$ cat config.mk
export PLATFORM = sky130hd
export DESIGN_NAME = grey2rgb_colorize_flat
export DESIGN_NICKNAME = d
export VERILOG_FILES = /design/src/rtl/grey2rgb_colorize_pkg.sv /design/src/rtl/grey2rgb_colorize_if.sv /design/src/rtl/grey2rgb_colorize_mac.sv /design/src/rtl/grey2rgb_colorize.sv /design/src/flat_wrapper.sv
export SDC_FILE = /design/constraint.sdc
export NUM_CORES = 1
export LEC_CHECK = 0
export ABC_AREA = 1
export BUFFER_PORTS_ARGS = -buffer_cell sky130_fd_sc_hd__buf_4
export CORE_ASPECT_RATIO = 0.7
export CORE_MARGIN = 2
export CORE_UTILIZATION = 55
export DETAILED_ROUTE_END_ITERATION = 10
export GPL_TIMING_DRIVEN = 0
export PLACE_DENSITY = 0.75
export SETUP_SLACK_MARGIN = 0.4
export SYNTH_ARGS = -nofsm -noshare
export SYNTH_HDL_FRONTEND = slang
export SYNTH_SLANG_ARGS = --single-unit
$ cat constraint.sdc
create_clock -name clk -period 2.5 [get_ports clk]
set_input_delay 0.375 -clock clk [delete_from_list [all_inputs] [get_ports clk]]
set_output_delay 0.375 -clock clk [all_outputs]
set_load 0.02 [all_outputs]
$ cat src/rtl/grey2rgb_colorize_pkg.sv
// Shared types and constants for the grey-to-RGB colorizer: FSM states, widths
// and the preset channel gains.
package grey2rgb_pkg;

  typedef enum logic [1:0] {
    IDLE = 2'd0,
    MUL  = 2'd1,
    HOLD = 2'd2
  } state_t;

  localparam int PIX_W = 8;
  localparam int RGB_W = 24;
  localparam int ACC_W = 2 * PIX_W;

  localparam logic [ACC_W-1:0] ROUND_BIAS = 16'h0080;

  localparam logic [PIX_W-1:0] LUMA_R  = 8'h4D;
  localparam logic [PIX_W-1:0] LUMA_G  = 8'h97;
  localparam logic [PIX_W-1:0] LUMA_B  = 8'h1D;
  localparam logic [PIX_W-1:0] SEPIA_R = 8'hFF;
  localparam logic [PIX_W-1:0] SEPIA_G = 8'hC0;
  localparam logic [PIX_W-1:0] SEPIA_B = 8'h80;

endpackage

$ cat src/rtl/grey2rgb_colorize_if.sv
// Pixel-in / RGB-out handshake bundle; slave is the colorizer's view,
// master is the driving side.
interface grey2rgb_colorize_if;
  import grey2rgb_pkg::*;

  logic             in_valid;
  logic             in_ready;
  logic [PIX_W-1:0] grey_pixel;
  logic [PIX_W-1:0] coef_r;
  logic [PIX_W-1:0] coef_g;
  logic [PIX_W-1:0] coef_b;
  logic             out_valid;
  logic             out_ready;
  logic [RGB_W-1:0] rgb_pixel;
  logic             busy;

  modport slave (
    input  in_valid, grey_pixel, coef_r, coef_g, coef_b, out_ready,
    output in_ready, out_valid, rgb_pixel, busy
  );

  modport master (
    output in_valid, grey_pixel, coef_r, coef_g, coef_b, out_ready,
    input  in_ready, out_valid, rgb_pixel, busy
  );

endinterface

$ cat src/rtl/grey2rgb_colorize_mac.sv
// shift_add_mac8: serial shift-add multiplier, one multiplier bit per cycle.
// sum is the accumulator value the current step would produce.
module shift_add_mac8 #(
  parameter int DATA_W = 8,
  parameter int COEF_W = 8
) (
  input  logic                      clk,
  input  logic                      rst,
  input  logic                      clear,
  input  logic                      step,
  input  logic                      bit_in,
  input  logic [$clog2(DATA_W)-1:0] k,
  input  logic [COEF_W-1:0]         coef_in,
  output logic [DATA_W+COEF_W-1:0]  sum
);

  localparam int ACC_W = DATA_W + COEF_W;

  logic [ACC_W-1:0]  acc;
  logic [COEF_W-1:0] coef_q;
  logic [ACC_W-1:0]  addend;

  // Gain is captured with the pixel so later input changes cannot leak in.
  always_ff @(posedge clk) begin
    if (clear) coef_q <= coef_in;
  end

  assign addend = bit_in ? ({{DATA_W{1'b0}}, coef_q} << k) : '0;
  assign sum    = acc + addend;

  always_ff @(posedge clk or posedge rst) begin
    if (rst)        acc <= '0;
    else if (clear) acc <= '0;
    else if (step)  acc <= sum;
  end

endmodule

$ cat src/rtl/grey2rgb_colorize.sv
// Grey-to-RGB colorizer: scales a grey sample by three Q0.8 gains using
// serial shift-add MACs. Define GREY2RGB_ROUND_EN for round-half-up outputs.
module grey2rgb_colorize
  import grey2rgb_pkg::*;
(
  input logic                  clk,
  input logic                  rst,
  grey2rgb_colorize_if.slave   bus
);

  state_t           state;
  state_t           state_nxt;
  logic [2:0]       cnt;
  logic [PIX_W-1:0] grey_q;
  logic             accept;
  logic             step;
  logic             last_bit;
  logic [ACC_W-1:0] sum_r;
  logic [ACC_W-1:0] sum_g;
  logic [ACC_W-1:0] sum_b;
  logic [RGB_W-1:0] rgb_q;
  logic             out_valid_q;

  function automatic logic [PIX_W-1:0] chan_out(input logic [ACC_W-1:0] acc);
    logic [ACC_W-1:0] adj;
`ifdef GREY2RGB_ROUND_EN
    adj = acc + ROUND_BIAS;
`else
    adj = acc;
`endif
    return adj[ACC_W-1:PIX_W];
  endfunction

  assign bus.in_ready  = !rst && ((state == IDLE) || ((state == HOLD) && bus.out_ready));
  assign accept        = bus.in_valid && bus.in_ready;
  assign step          = (state == MUL);
  assign last_bit      = step && (cnt == 3'd7);
  assign bus.busy      = (state != IDLE);
  assign bus.out_valid = out_valid_q;
  assign bus.rgb_pixel = rgb_q;

  always_ff @(posedge clk or posedge rst) begin
    if (rst) state <= IDLE;
    else     state <= state_nxt;
  end

  always_comb begin
    state_nxt = state;
    case (state)
      IDLE:    if (accept) state_nxt = MUL;
      MUL:     if (cnt == 3'd7) state_nxt = HOLD;
      HOLD:    if (bus.out_ready) state_nxt = bus.in_valid ? MUL : IDLE;
      default: state_nxt = IDLE;
    endcase
  end

  always_ff @(posedge clk or posedge rst) begin
    if (rst)         cnt <= 3'd0;
    else if (accept) cnt <= 3'd0;
    else if (step)   cnt <= cnt + 3'd1;
  end

  always_ff @(posedge clk) begin
    if (accept) grey_q <= bus.grey_pixel;
  end

  // Result registers load from the MAC sums on the k=7 edge itself.
  always_ff @(posedge clk or posedge rst) begin
    if (rst) begin
      out_valid_q <= 1'b0;
      rgb_q       <= '0;
    end else begin
      if (last_bit) begin
        out_valid_q <= 1'b1;
        rgb_q       <= {chan_out(sum_r), chan_out(sum_g), chan_out(sum_b)};
      end else if ((state == HOLD) && bus.out_ready) begin
        out_valid_q <= 1'b0;
      end
    end
  end

  shift_add_mac8 #(.DATA_W(PIX_W), .COEF_W(PIX_W)) u_mac_r (
    .clk(clk), .rst(rst), .clear(accept), .step(step), .bit_in(grey_q[cnt]),
    .k(cnt), .coef_in(bus.coef_r), .sum(sum_r)
  );

  shift_add_mac8 #(.DATA_W(PIX_W), .COEF_W(PIX_W)) u_mac_g (
    .clk(clk), .rst(rst), .clear(accept), .step(step), .bit_in(grey_q[cnt]),
    .k(cnt), .coef_in(bus.coef_g), .sum(sum_g)
  );

  shift_add_mac8 #(.DATA_W(PIX_W), .COEF_W(PIX_W)) u_mac_b (
    .clk(clk), .rst(rst), .clear(accept), .step(step), .bit_in(grey_q[cnt]),
    .k(cnt), .coef_in(bus.coef_b), .sum(sum_b)
  );

endmodule

$ cat src/flat_wrapper.sv
// flat-port wrapper written by rule: the top's interface ports become plain ports
module grey2rgb_colorize_flat import grey2rgb_pkg::*;
  (clk, rst, bus_in_valid, bus_grey_pixel, bus_coef_r, bus_coef_g, bus_coef_b, bus_out_ready, bus_in_ready, bus_out_valid, bus_rgb_pixel, bus_busy);
  grey2rgb_colorize_if bus_i ();
  input logic clk;
  input logic rst;
  input wire logic [$bits(bus_i.in_valid)-1:0] bus_in_valid;
  input wire logic [$bits(bus_i.grey_pixel)-1:0] bus_grey_pixel;
  input wire logic [$bits(bus_i.coef_r)-1:0] bus_coef_r;
  input wire logic [$bits(bus_i.coef_g)-1:0] bus_coef_g;
  input wire logic [$bits(bus_i.coef_b)-1:0] bus_coef_b;
  input wire logic [$bits(bus_i.out_ready)-1:0] bus_out_ready;
  output wire logic [$bits(bus_i.in_ready)-1:0] bus_in_ready;
  output wire logic [$bits(bus_i.out_valid)-1:0] bus_out_valid;
  output wire logic [$bits(bus_i.rgb_pixel)-1:0] bus_rgb_pixel;
  output wire logic [$bits(bus_i.busy)-1:0] bus_busy;
  assign bus_i.in_valid = bus_in_valid;
  assign bus_i.grey_pixel = bus_grey_pixel;
  assign bus_i.coef_r = bus_coef_r;
  assign bus_i.coef_g = bus_coef_g;
  assign bus_i.coef_b = bus_coef_b;
  assign bus_i.out_ready = bus_out_ready;
  assign bus_in_ready = bus_i.in_ready;
  assign bus_out_valid = bus_i.out_valid;
  assign bus_rgb_pixel = bus_i.rgb_pixel;
  assign bus_busy = bus_i.busy;
  grey2rgb_colorize u_core (.clk(clk), .rst(rst), .bus(bus_i));
endmodule
==> reports/qor.txt, run 1 <==
register-to-register setup slack - -290 ps
final setup TNS - -8840 ps
Top-Level Pins - 63
M2 GR Usage - 0.524
Mapped Nets - 1231
CP Class - flop to flop
die width - 146 µm
worst slack at placement - -468 ps
Post-Syn Instances - 1145
Iteration-0 DRC Markers - 644
worst-margin pin slew - 939 ps
worst min path class - input port to asynchronous set/reset pin
cts bufs inserted - 9
routed wire length - 23200 µm
core area - 13900 µm²
Reg2Reg Depth - 17
clk_lat worst skew - 360 ps
clk_skew - 11.1 ps
Tcrit/Tclk final - 1.12
fraction of layout cells with a size suffix above 1 - 0.331
failing checks - negative setup slack
clk sinks - 110
Worst VDD drop - 852 µV
Antenna diodes - 0
GRT Util Overall - 0.312
# DRC - 0
fmax - 359 MHz
startpoint types - flop
most frequent cells in the layout - nand2_1, inv_1, buf_4
cell taking the most area after synthesis - dfrtp_1
detailed-route wire length per cell - 15.9 µm
Distinct cells, synth - 33
via count - 7893
pwr dens - 1360 nW/µm²
initial core utilization - 0.559
hold_buf cts - 0
Longest Clk Path Bufs - 2
RSZ-0062 raised after global routing - true
Pins Over Slew Limit - 0
P_leak - 0.00547 µW
synthesized flop and latch total - 110
dominant cells by area after synthesis - dfrtp_1, nand2_1, edfxtp_1
CP arrival - 3020 ps
EDFF count, synth - 32
top_reg_cell synth - dfrtp_1
nets - 1347
number of cell rows - 36
Die ar. - 15100 µm²
largest net degree at the start of global routing - 34
Post-Syn Area per Cell - 6.78 µm²
Layout area overhead - 34.6%
ANT nets after route - 0
Max Cap Viol - 0
PortBufs - 62
FFs w/ async S/R, synth - 0.709
commonest non-fill, non-tap cell in the layout - nand2_1
top-area cell type share of the netlist area - 0.251
GR peak layer - met2
first-pass GRT wire length - 37200 µm
first-pass iteration count of the detailed router - 6
Post-Syn Area - 7760 µm²
run status - finished with violations
Worst Slack Setup Final - -289 ps
number of global-route vias before repair - 7812
Finished Layout Cells - 1456
WHS - 63.1 ps
critical-path maximum fanout - 5
final setup vio count - 62
worst reg2reg endpoint - u_core.u_mac_r.acc[8]
RR Startpoint - u_core.cnt[0]
sequential share of the synthesized area - 0.375
Worst setup EP type - flop
met1 usage - 0.413
total grt overflow - 0
vias per std cell - 5.42
CTS root buffer - clkbuf_16
CP Data Required Time - 2730 ps
GP Congestion - 0.966
min cycle time layout - 2790 ps
die height - 103 µm
Clock transition at path regs - 70 ps
initial antenna violation count - 0
CTS tree - yes
final hold viol count - 0
met3 capacity usage during global routing - 0.0596
placed cells - 1399
htree depth - 3
total power - 14200 µW
warnings from Yosys - 0
post-DP HPWL - 16200 µm
Rel. slew slack - 0.374
area by class of cell:
| type | instances | area [µm²] |
|---|---|---|
| multi-input combinational | 837 | 5200 |
| inverter | 165 | 629 |
| timing repair buffer | 105 | 867 |
| sequential | 110 | 2910 |
| clock buffer | 10 | 229 |
| fill | 1063 | 3430 |
| clock inverter | 6 | 110 |
| tap | 190 | 238 |
| buffer | 33 | 255 |
logic make-up (layout without fill, tap and decap cells):
kind of cell	count (synthesis)	count (layout)	synth area share
AOI/OAI and AO/OA	113	113	0.0750
xor gates and xnor gates	8	8	0.00903
adders and majority gates	50	50	0.0835
buffers and inverters	198	319	0.104
DFF	110	110	0.375
muxes	1	1	0.00129
and+or+nand+nor	665	665	0.352
flip-flops by register name, indices dropped and copies added, names as in the netlist:
register,count
u_core.bus.rgb_pixel,24
u_core.grey_q,8
u_core.u_mac_b.acc,16
u_core.state,2
u_core.u_mac_g.acc,16
u_core.cnt,3
u_core.u_mac_r.acc,16
u_core.u_mac_r.coef_q,8
u_core.bus.out_valid,1
u_core.u_mac_b.coef_q,8
u_core.u_mac_g.coef_q,8
per-stage QoR:
| step | instance area (µm²) | utilization |
|---|---|---|
| after CTS | 10100 | 0.725 |
| after floorplan | 8160 | - |
| after global routing | 10400 | 0.753 |
| after global placement | 8860 | 0.639 |
| final | 10400 | 0.753 |
| after detailed placement | 8900 | 0.642 |
synth_stat cells (3+ instances only):
library cell and count:
nor3_1 22, fa_1 3, nand4_1 3, o21ai_0 63, nor2_1 86, a21oi_1 32, o21ai_1 12, xor2_1 4
xnor2_1 4, clkbuf_1 13, buf_2 10, inv_1 159, buf_6 5, o22ai_1 4, nand3_1 86, inv_2 5
buf_4 4, dfrtp_1 78, ha_1 47, edfxtp_1 32, nand2_1 441, nand3b_1 8, or2_2 12
metal layers:
metal / vias up / part of all wire
met3: 51 / 0.079
met1: 3664 / 0.45
met2: 338 / 0.45
met5: - / 0
li1: 3840 / -
met4: 0 / 0.025
critical path, stage by stage (launching register included):
cell,delay (ps)
dfrtp_1,430
inv_2,100
buf_6,140
nor2_4,40
o22ai_4,210
nand2_4,160
buf_12,170
nor3_4,120
ha_2,210
inv_2,40
fa_2,350
inv_2,70
nand3_2,80
nand3_4,80
a21oi_2,70
or2_4,240
nand3_2,60
nand2_1,80
worst max path at each step:
stage,startpoint,end,slack (ps),depth (start not counted)
6_report,u_core.cnt[0],u_core.u_mac_r.acc[8],-290,17
5_1_grt,u_core.cnt[0],u_core.bus.rgb_pixel[8],-360,17
4_1_cts,u_core.cnt[0],u_core.u_mac_b.acc[8],-150,16
3_5_place_dp,u_core.cnt[0],u_core.bus.rgb_pixel[16],-470,16
3_3_place_gp,u_core.cnt[1],u_core.bus.rgb_pixel[16],-480,15
2_1_floorplan,u_core.cnt[0],u_core.u_mac_r.acc[8],30,16
power breakdown:
part,total (µW),switching (µW),internal (µW)
logic,9670,5730,3950
registers,2860,417,2450
clock network,1650,675,979
total,14200,6820,7370
what timing repair did:
action / CTS / global route
gates resized for setup: 212 / 93
setup endpoints to repair: 101 / 101
setup buffers: 26 / 12
endpoints found under the hold margin: 0 / 0
pin swaps: 45 / 20
cloned: 3 / 0
(Power assumes the default switching activity.)
==> inputs of run 2 (changes only) <==
Settings changed: CELL_PAD_IN_SITES_DETAIL_PLACEMENT set to 0, CELL_PAD_IN_SITES_GLOBAL_PLACEMENT set to 1, CORE_UTILIZATION 55 to 40, GPL_TIMING_DRIVEN 0 to unset, PLACE_DENSITY 0.75 to 0.76.
==> run 2 against run 1 <==
Effect of this change: the flow still finishes with violations (negative setup slack); total power is 3.6% lower; register-to-register slack improved by 99 ps; core utilization decreased by 20 points; die area increased by 36%; via count fell by 4.9%; largest power group unchanged.
==> reports/qor.txt, run 2 (synthesis gave the netlist of run 1 again) <==
post-route cell area - 10500 µm² (+0.57%)
clk_lat worst skew - 370 ps (about the same)
Clock power frac - 0.104 (-0.013)
Flop pwr share - 0.211 (+0.009)
routed wire length - 22100 µm (-4.7%)
total power - 13700 µW (-3.6%)
startpoint types - flop
ANT nets after route - 0 (unchanged)
Antenna diodes - 0 (unchanged)
cts bufs inserted - 9 (unchanged)
Top-Level Pins - 63 (unchanged)
RSZ-0062 raised after global routing - true
first-pass iteration count of the detailed router - 5 (-1)
min cycle time layout - 2690 ps (-99.5 ps)
Logic pwr share - 0.685 (+0.003)
WHS - 133 ps (+69.6 ps)
run status - finished with violations
initial antenna violation count - 0 (unchanged)
fmax - 372 MHz (+3.7%)
Worst VDD drop - 713 µV (-16%)
first-pass GRT wire length - 36100 µm (-2.9%)
total grt overflow - 0 (unchanged)
final setup vio count - 48 (-23%)
hold_buf cts - 0 (unchanged)
post-DP HPWL - 16000 µm (-0.94%)
P_leak - 0.00552 µW (+0.97%)
die height - 121 µm (+17%)
register-to-register setup slack - -190 ps (+100 ps)
CP Class - flop to flop
Layout area overhead - 35.4%
die width - 170 µm (+17%)
clk sinks - 110 (unchanged)
vias per std cell - 4.80 (-11%)
critical-path maximum fanout - 8 (+3)
Max Cap Viol - 0 (unchanged)
worst-margin pin slew - 969 ps (+29.5 ps)
Longest Clk Path Bufs - 2 (unchanged)
number of global-route vias before repair - 7192 (-7.9%)
internal power - 7330 µW (-0.52%)
Sw Share - 0.464 (-0.0163)
final setup TNS - -4980 ps (+3860 ps)
clk_skew - 10.2 ps (-0.940 ps)
Die ar. - 20600 µm² (+36%)
CTS tree - yes
Worst Slack Setup Final - -189 ps (+99.5 ps)
final hold viol count - 0 (unchanged)
worst min path class - input port to asynchronous set/reset pin
largest net degree at the start of global routing - 56 (+65%)
core area - 19000 µm² (+37%)
initial core utilization - 0.409 (-0.150)
worst slack at placement - -258 ps (+210 ps)
GP Congestion - 0.857 (-11%)
Worst setup EP type - flop
failing checks - negative setup slack
RR Startpoint - u_core.cnt[0]
# DRC - 0 (unchanged)
GRT Util Overall - 0.226 (-0.0858)
worst reg2reg endpoint - u_core.bus.rgb_pixel[19]
CP Data Required Time - 2770 ps (+40 ps)
number of cell rows - 42 (+17%)
fraction of layout cells with a size suffix above 1 - 0.316 (-0.0148)
max FFs per register - 24 (unchanged)
most frequent cells in the layout - nand2_1, buf_4, inv_1
Pins Over Slew Limit - 0 (unchanged)
htree depth - 3 (unchanged)
Reg2Reg Depth - 21 (+4)
Tcrit/Tclk final - 1.08 (-0.0398)
Clock transition at path regs - 80 ps (about the same)
pwr dens - 1300 nW/µm² (-4.1%)
Iteration-0 DRC Markers - 428 (-34%)
CP arrival - 2960 ps (-60 ps)
DP Area - 9520 µm² (+7.0%)
Net Sw Power - 6350 µW (-6.8%)
detailed-route wire length per cell - 14.1 µm (-11%)
commonest non-fill, non-tap cell in the layout - nand2_1
PortBufs - 62 (unchanged)
via count - 7509 (-4.9%)
Rel. slew slack - 0.353 (-0.0206)
CTS root buffer - clkbuf_16
nets - 1381 (+2.5%)
run 2: cell count changes in the layout (fill, tap and decap cells not counted), moves of 5 or more:
cell      before  now
buf_2          6    0
buf_4         93  159
buf_6         21    6
clkbuf_1       7    1
inv_1        130  139
inv_2         32   23
nand2_1      368  383
nand2_2       65   58
nand2_4       11    3
nand3_1       57   66
nand3_2       23   17
nor3_2         8   13
run 2: per-stage QoR:
stage / utilization / cells
2_1_floorplan: - / 1145
3_3_place_gp: 0.502 / 1530
3_5_place_dp: 0.502 / 1530
4_1_cts: 0.525 / 1550
5_1_grt: 0.554 / 1564
6_report: 0.554 / 1564
run 2: final cells by class:
| class | instances | area, µm² |
|---|---|---|
| flip-flops and latches | 110 | 2910 |
| inverters | 165 | 626 |
| clock buffers | 10 | 229 |
| repair buffers | 172 | 1410 |
| well taps | 264 | 330 |
| multi-input cells | 837 | 4950 |
| fillers | 1896 | 8460 |
| clock inverters | 6 | 50.0 |
run 2: what timing repair did:
| item | 4_1_cts | 5_1_grt |
|---|---|---|
| resized for setup | 50 | 153 |
| cloned | 0 | 1 |
| endpoints found under the setup margin | 69 | 74 |
| pin swaps | 6 | 35 |
| buffers inserted | 4 | 13 |
run 2: worst max-delay path by stage:
| stage | from | to | slack (ps) | depth (start not counted) |
|---|---|---|---|---|
| 2_1_floorplan | u_core.cnt[0] | u_core.u_mac_r.acc[8] | 30 | 16 |
| 5_1_grt | u_core.cnt[0] | u_core.bus.rgb_pixel[23] | -380 | 20 |
| 4_1_cts | u_core.cnt[0] | u_core.u_mac_b.acc[15] | -180 | 18 |
| 3_5_place_dp | u_core.cnt[0] | u_core.u_mac_r.acc[8] | -260 | 16 |
| 6_report | u_core.cnt[0] | u_core.bus.rgb_pixel[19] | -190 | 21 |
| 3_3_place_gp | u_core.cnt[0] | u_core.bus.rgb_pixel[4] | -180 | 17 |
run 2: metal layers:
layer,GRT usage,vias to the layer above,part of all wire
li1,-,3902,-
met2,0.360,113,0.45
met5,0,-,0
met3,0.0373,15,0.031
met1,0.323,3479,0.51
met4,0.0497,0,0.0090
run 2: critical path, cell delays in order, from the launching register on:
cell and delay (ps):
dfrtp_2 460, buf_4 150, buf_6 100, buf_6 120, or2_4 240, o21ai_4 70, nand2_1 80, o21ai_2 80
nor2_1 70, o21ai_1 150, inv_1 90, ha_4 300, nand2_2 50, inv_2 70, nand2_2 60, buf_4 130
inv_1 50, nand2_2 70, nand2_1 60, nand2_1 60, nand3_1 70, nand2_1 50
run 2: power groups by stage:
| stage | logic (µW) | clock network, µW | registers (µW) |
|---|---|---|---|
| global placement | 8000 | 0 | 2880 |
| floorplan | 5000 | 0 | 3010 |
| global route | 10500 | 1550 | 2950 |
| CTS | 8380 | 1480 | 2860 |
| finish | 9380 | 1430 | 2880 |
| detailed placement | 8090 | 0 | 2880 |
==> inputs of run 3 (changes only) <==
Settings changed: TNS_END_PERCENT set to 10.
==> run 3 against run 2 <==
Effect of this change: the flow still finishes with violations (negative setup slack); fmax increased by 0.73%; largest cell class unchanged; die area unchanged; via count decreased by 1.1%; global-route usage increased by 0.25 points.
==> reports/qor.txt, run 3 (synthesis gave the netlist of run 1 again) <==
run status - finished with violations
failing checks - negative setup slack
routed wire length - 21700 µm (-1.8%)
Clock transition at path regs - 80 ps (about the same)
GP Congestion - 0.878 (+2.4%)
pwr dens - 1280 nW/µm² (-1.7%)
Pins Over Slew Limit - 0 (unchanged)
initial core utilization - 0.409 (unchanged)
nets - 1384 (+0.22%)
total grt overflow - 0 (unchanged)
via count - 7427 (-1.1%)
final setup vio count - 55 (+15%)
post-DP HPWL - 16400 µm (+2.4%)
# DRC - 0 (unchanged)
core area - 19000 µm² (unchanged)
Finished Layout Cells - 1567 (+0.19%)
startpoint types - flop
CP arrival - 2940 ps (-20 ps)
Layout area overhead - 31.6%
critical-path maximum fanout - 10 (+2)
Die ar. - 20600 µm² (unchanged)
placed cells - 1541 (+0.72%)
Top-Level Pins - 63 (unchanged)
first-pass iteration count of the detailed router - 5 (unchanged)
clk sinks - 110 (unchanged)
ANT nets after route - 0 (unchanged)
Iteration-0 DRC Markers - 355 (-17%)
PortBufs - 62 (unchanged)
worst min path class - input port to asynchronous set/reset pin
number of cell rows - 42 (unchanged)
commonest non-fill, non-tap cell in the layout - nand2_1
multi-input logic area - 4680 µm² (-5.4%)
Worst VDD drop - 564 µV (-21%)
P_leak - 0.00551 µW (-0.28%)
Fill cells - 1876 (-1.1%)
clk_lat worst skew - 380 ps (about the same)
most frequent cells in the layout - nand2_1, buf_4, inv_1
Longest Clk Path Bufs - 2 (unchanged)
max FFs per register - 24 (unchanged)
clk_skew - 11.7 ps (+1.47 ps)
CP Data Required Time - 2770 ps (about the same)
fmax - 375 MHz (+0.73%)
number of global-route vias before repair - 7228 (+0.50%)
Tcrit/Tclk final - 1.07 (-0.00780)
final setup TNS - -5120 ps (-140 ps)
first-pass GRT wire length - 36500 µm (+1.1%)
Worst setup EP type - flop
vias per std cell - 4.74 (-1.3%)
cts bufs inserted - 9 (unchanged)
Max Cap Viol - 0 (unchanged)
die width - 170 µm (unchanged)
GRT Util Overall - 0.228 (+0.00253)
Worst Slack Setup Final - -170 ps (+19.5 ps)
initial antenna violation count - 0 (unchanged)
Antenna diodes - 0 (unchanged)
largest net degree at the start of global routing - 49 (-13%)
CTS tree - yes
min cycle time layout - 2670 ps (-19.5 ps)
htree depth - 3 (unchanged)
RSZ-0062 raised after global routing - true
total power - 13100 µW (-4.4%)
register area - 2910 µm² (unchanged)
Rel. slew slack - 0.394 (+0.0411)
fraction of layout cells with a size suffix above 1 - 0.271 (-0.0452)
worst-margin pin slew - 907 ps (-61.5 ps)
detailed-route wire length per cell - 13.8 µm (-2.0%)
CP Class - flop to flop
CTS root buffer - clkbuf_16
die height - 121 µm (unchanged)
final hold viol count - 0 (unchanged)
==> run 3: cell count changes in the layout (fill, tap and decap cells not counted), moves of 6 or more <==
| cell | previous run | this run |
|---|---|---|
| nand2_2 | 58 | 32 |
| inv_2 | 23 | 17 |
| nand2_1 | 383 | 411 |
| o21ai_2 | 21 | 12 |
| o21ai_0 | 15 | 24 |
| buf_4 | 159 | 168 |
| inv_1 | 139 | 146 |
==> run 3: through the flow <==
step / util / setup slack [ps] / hold WS [ps] / instance area, µm²
after global routing: 0.539 / -385 / 81.0 / 10200
after floorplan: - / 32.7 / 446 / 8030
final: 0.539 / -170 / 37.5 / 10200
after global placement: 0.498 / -280 / 453 / 9450
after detailed placement: 0.498 / -379 / 460 / 9450
after CTS: 0.526 / -202 / 49.6 / 9980
==> run 3: report_power, final <==
group	total (µW)	switching, µW	internal (µW)
combinational	8740	4880	3860
sequential	2870	426	2450
clock	1470	766	706
==> run 3: timing repair <==
action                                  in CTS  in global routing
pin swaps                                   16                 19
buffers inserted                             9                  1
endpoints found under the setup margin      69                 72
resized for setup                           56                 80
hold buffers                                 0                  0
==> run 3: per-layer routing <==
metal | track usage | part of all wire | up-vias
met4 | 0.0534 | 0.011 | 0
met2 | 0.351 | 0.42 | 119
li1 | - | - | 3913
met5 | 0 | 0 | -
met3 | 0.0383 | 0.038 | 21
met1 | 0.336 | 0.53 | 3374
==> run 3: critical path, cell delays in order (launching register included) <==
cell     delay [ps]
dfrtp_2         450
inv_2            90
buf_12          130
o21ai_4          60
o22ai_2         160
nand2_2         110
buf_6           140
nor3_2          150
ha_2            210
inv_2            40
fa_2            360
inv_2            80
nand3_2          80
nand3_4         100
a21oi_2          60
or2_4           230
nand3_1          70
nand2_1          50
==> run 3: area by class of cell <==
type / count / area share
well taps: 264 / 0.0323
multi-input cells: 837 / 0.458
repair buffers: 175 / 0.135
clock inverters: 6 / 0.00625
flip-flops and latches: 110 / 0.285
clock buffers: 10 / 0.0224
inverters: 165 / 0.0609
==> run 3: worst paths after layout <==
path                                           from                       end  slack [ps]  cells past startpoint
min in group clk                      bus_coef_b[4]  u_core.u_mac_b.coef_q[4]         160                      1
hold reg to reg            u_core.bus.rgb_pixel[15]  u_core.bus.rgb_pixel[15]         480                      2
setup reg to reg                      u_core.cnt[0]     u_core.u_mac_g.acc[8]        -170                     17
hold / removal                                  rst    u_core.u_mac_b.acc[12]          40                      2
setup / recovery                      u_core.cnt[0]     u_core.u_mac_g.acc[8]        -170                     17
max in group asynchronous                       rst             u_core.cnt[0]        1780                      3
